==> config.mk <==
export PLATFORM = sky130hd
export DESIGN_NAME = serial_ripple_subtractor
export DESIGN_NICKNAME = d
export VERILOG_FILES = /design/src/rtl/serial_ripple_subtractor.sv
export SDC_FILE = /design/constraint.sdc
export NUM_CORES = 1
export LEC_CHECK = 0
export ABC_AREA = 0
export CELL_PAD_IN_SITES_DETAIL_PLACEMENT = 1
export CELL_PAD_IN_SITES_GLOBAL_PLACEMENT = 1
export CORE_ASPECT_RATIO = 1.4
export CORE_MARGIN = 4
export CORE_UTILIZATION = 42
export CTS_BUF_LIST = sky130_fd_sc_hd__clkbuf_8
export DETAILED_ROUTE_END_ITERATION = 16
export PLACE_DENSITY_LB_ADDON = 0.25
export SLEW_MARGIN = 20
export SYNTH_ARGS = -nofsm -noshare
export SYNTH_HDL_FRONTEND = slang
export SYNTH_SLANG_ARGS = --single-unit
==> constraint.sdc <==
create_clock -name clk -period 1.9 [get_ports clk]
set_clock_uncertainty 0.15 [all_clocks]
set_input_delay 0.57 -clock clk [delete_from_list [all_inputs] [get_ports clk]]
set_output_delay 0.57 -clock clk [all_outputs]
set_load 0.05 [all_outputs]
==> src/rtl/serial_ripple_subtractor.sv <==
// Bit-serial subtractor: one full-subtractor cell computes D = A - B - Bin,
// LSB first, over WIDTH clocks with a start/busy/done handshake.
module serial_ripple_subtractor #(
    parameter int WIDTH = 4
) (
    input  logic             clk,
    input  logic             rst_n,
    input  logic             start,
    input  logic [WIDTH-1:0] A,
    input  logic [WIDTH-1:0] B,
    input  logic             Bin,
    output logic [WIDTH-1:0] D,
    output logic             Bout,
    output logic             busy,
    output logic             done
);

    localparam int CW = (WIDTH > 2) ? $clog2(WIDTH) : 1;
    localparam logic [CW-1:0] LAST_CNT = CW'(WIDTH - 1);

    typedef enum logic [1:0] {
        IDLE = 2'd0,
        RUN  = 2'd1,
        DONE = 2'd2
    } state_t;

    state_t           state;
    state_t           state_next;
    logic [WIDTH-1:0] a_sh;
    logic [WIDTH-1:0] b_sh;
    logic [WIDTH-1:0] r_sh;
    logic             br;
    logic [CW-1:0]    cnt;

    logic             accept;
    logic             last;
    logic             a0;
    logic             b0;
    logic             d_bit;
    logic             br_next;
    logic [WIDTH-1:0] r_next;

    // Single full-subtractor cell working on the current LSBs
    always_comb begin
        a0      = a_sh[0];
        b0      = b_sh[0];
        d_bit   = a0 ^ b0 ^ br;
        br_next = (~a0 & b0) | (~(a0 ^ b0) & br);
        r_next  = {d_bit, r_sh[WIDTH-1:1]};
        accept  = start && ((state == IDLE) || (state == DONE));
        last    = (state == RUN) && (cnt == LAST_CNT);
    end

    always_ff @(posedge clk or negedge rst_n) begin
        if (!rst_n) begin
            state <= IDLE;
        end else begin
            state <= state_next;
        end
    end

    always_comb begin
        state_next = state;
        case (state)
            IDLE: begin
                if (accept) begin
                    state_next = RUN;
                end
            end
            RUN: begin
                if (last) begin
                    state_next = DONE;
                end
            end
            DONE: begin
                state_next = accept ? RUN : IDLE;
            end
            default: begin
                state_next = IDLE;
            end
        endcase
    end

    // Operand shifters, borrow flop and bit counter
    always_ff @(posedge clk or negedge rst_n) begin
        if (!rst_n) begin
            a_sh <= '0;
            b_sh <= '0;
            r_sh <= '0;
            br   <= 1'b0;
            cnt  <= '0;
        end else if (accept) begin
            a_sh <= A;
            b_sh <= B;
            r_sh <= '0;
            br   <= Bin;
            cnt  <= '0;
        end else if (state == RUN) begin
            a_sh <= a_sh >> 1;
            b_sh <= b_sh >> 1;
            r_sh <= r_next;
            br   <= br_next;
            if (!last) begin
                cnt <= cnt + CW'(1);
            end
        end
    end

    // Result registers only move on the completion edge
    always_ff @(posedge clk or negedge rst_n) begin
        if (!rst_n) begin
            D    <= '0;
            Bout <= 1'b0;
            busy <= 1'b0;
            done <= 1'b0;
        end else begin
            done <= last;
            if (last) begin
                D    <= r_next;
                Bout <= br_next;
            end
            if (accept) begin
                busy <= 1'b1;
            end else if (last) begin
                busy <= 1'b0;
            end
        end
    end

endmodule

==> results_dict.tcl, run 1 <==
set metrics [dict create \
    worstMarginPinSlew_ns 0.565 \
    nNetsFinal 130 \
    cts_hold_buf 0 \
    final_cell_mix "dfrtp_1, inv_1, clkdlybuf4s50_1, a21oi_1, buf_12" \
    yosys.area.top_type "dfrtp_1" \
    gr-total-overflow 0 \
    seqCellArea_um2 576 \
    period_needed_ns 1.69 \
    syn_area_um2 1060 \
    htree_levels 1 \
    io_pins 19 \
    status "complete, no violations" \
    fp.dieW_um 50.5 \
    crit_type "in -> reg" \
    r2r_cells 3 \
    clkSinkCount 23 \
    cts_setup_buffers 0 \
    cp.required_ns 1.87 \
    yosys_warnings 0 \
    end_kind "register" \
    grt_pass1_wl_um 3590 \
    rsz0062_at_grt "false" \
    fmax_mhz 592 \
    port_buffers 18 \
    postRouteAntennaNets 0 \
    dieArea_um2 3410 \
    antenna_found_initial 0 \
    ir_drop_mv 0.665 \
    path_buf_inv 2 \
    ys_seq_area_frac 0.542 \
    cp_max_fo 4 \
    initialDrtViolationCount 15 \
    clockBufferDepth 2 \
    die_y_um 67.5 \
    finalCritPeriodShare 0.889 \
    wl_per_cell_um 14.0 \
    multi_input_area_um2 418 \
    drive_gt1_frac 0.226 \
    maxCapViolCount 0 \
    avgSynthCellArea_um2 11.7 \
    cts_buffers 3 \
    grt_max_degree 24 \
    cp_slowest_cell "clkdlybuf4s50_1" \
    critical-path-max-stage-delay_ns 0.58 \
    min_path_type "reg -> reg" \
    dp_hpwl_um 1610 \
    root_buffer "clkbuf_8" \
    crit_arrival_ns 1.66 \
    grt_pass1_vias 796 \
    finalHoldViolCount 0 \
    place.gp.congestion 0.762 \
    synth_cell_types 27 \
    diodes 0 \
    core_um2 2420 \
    synth_area_leaders "dfrtp_1, mux2_4, a22o_1, a21oi_1, inv_1" \
    ys_seq_elements 23 \
    insertion_delay_ns 0.26 \
    cts_tree "built" \
    clkTransAtPathRegs_ns 0.08 \
    crit_chain "clkdlybuf4s50_1 -> buf_4 -> nor2b_1 -> a211oi_1 -> a21oi_1" \
    slew_violations 0 \
    final_common_cell "dfrtp_1" \
    synth_top_cell_area_share 0.542 \
    fp-row-count 21 \
    synth_cells 91 \
    synth_fp_nets 105 \
    drt-pass1-iter-count 3 \
    drc 0 \
    syn_to_final_growth_pct 33.1 \
    worst_path_dominant_cell_family "buffers and inverters" \
    min_path_cells 2 \
    fill_cells 263 \
    critPathLaunchType "input pin" \
    setup_viol 0 \
    initial_core_util 0.439 \
    viasPerCell 5.03 \
    postLayoutCoreUtil 0.585 \
    cp_num_cells 5 \
    setup_tns_ns 0 \
    totalWireLength_um 2090 \
    leakage_uw 0.000677 \
    p_per_area_nw_per_um2 1740 \
    grtUsageTotal 0.141 \
    cts_resized 0 \
    max_slew_margin 0.624 \
    dr_total_vias 750 \
]
-- flip-flops by register name, indices dropped and copies added, names as in the netlist --
signal,count
a_sh,4
Bout,1
cnt,2
busy,1
b_sh,4
br,1
r_sh,3
done,1
D,4
state,2
-- routing by layer --
metal  global-route usage  vias up  wire [um]  part of all wire
met5                    0        -          0                 0
met1                0.153      367        807              0.39
met4               0.0640        0         29             0.014
li1                     -      361          -                 -
met2                0.263       18       1170              0.56
met3               0.0265        4         79             0.038
-- worst register-to-register path, stage by stage, from the launching register on --
cell and delay (ns):
dfrtp_1 0.42, fa_1 0.45, mux2_2 0.27, a21oi_1 0.15
-- cell families (layout without fill, tap and decap cells) --
logic type,after synthesis,in the layout,synth area share
compound gates,26,26,0.161
xor+xnor,1,1,0.00825
fa+ha+maj,2,2,0.0306
buf+inv,14,38,0.0648
flops,23,23,0.542
mux,8,8,0.0930
simple gates,17,17,0.100
-- path summary, 6_finish.rpt --
kind / end / start / slack (ns)
hold reg to reg: a_sh[1] / a_sh[1] / 0.37
setup reg to reg: br / a_sh[0] / 0.38
max in group asynchronous: b_sh[3] / rst_n / 0.87
hold / removal: a_sh[1] / a_sh[1] / 0.37
min in group asynchronous: r_sh[1] / rst_n / 0.51
setup / recovery: br / start / 0.21
-- metrics by stage --
| step | std cells | worst slack, ns | total power (uW) | hold slack [ns] | instance area (um2) |
|---|---|---|---|---|---|
| 2_1_floorplan | 91 | 0.479 | 1690 | 0.124 | 1060 |
| 3_3_place_gp | 145 | -0.0261 | 2130 | 0.352 | 1370 |
| 3_5_place_dp | 145 | -0.0764 | 2190 | 0.363 | 1370 |
| 4_1_cts | 149 | 0.201 | 2490 | 0.375 | 1410 |
| 5_1_grt | 149 | 0.130 | 2640 | 0.397 | 1410 |
| 6_report | 149 | 0.210 | 2460 | 0.372 | 1410 |
-- synth_stat cells --
cell,n
nor2_4,1
nand3_1,1
nand3b_4,1
a211oi_1,3
dfrtp_1,23
nor2_2,1
ha_1,1
nor2b_1,4
o211ai_1,1
buf_4,2
buf_6,1
o21ai_0,3
fa_1,1
nand2_1,6
mux2i_1,2
a21o_2,1
a22o_1,5
mux2_4,3
nand2b_1,2
nor2_1,1
o22ai_1,4
buf_2,1
o2bb2ai_1,1
mux2_2,3
inv_1,10
a21oi_1,8
xor2_1,1
-- cell type report --
cell class | instances | share of cell area
multi-input combinational | 54 | 0.296
sequential | 23 | 0.407
clock inverter | 1 | 0.00265
clock buffer | 3 | 0.0292
inverter | 10 | 0.0265
timing repair buffer | 24 | 0.209
tap | 34 | 0.0301
-- where the power goes --
| part | internal, uW | leakage (uW) | switching (uW) | total (uW) |
|---|---|---|---|---|
| registers | 710 | 0.000285 | 241 | 951 |
| clock network | 144 | 0.0000269 | 152 | 296 |
| logic | 622 | 0.000365 | 587 | 1210 |
Power figures use the tool's default switching activity.
==> run 2, diff against run 1 <==
Settings changed: CAP_MARGIN set to 20.
==> results of run 2 <==
No change in the layout: final DEF, timing and power equal those of run 1.
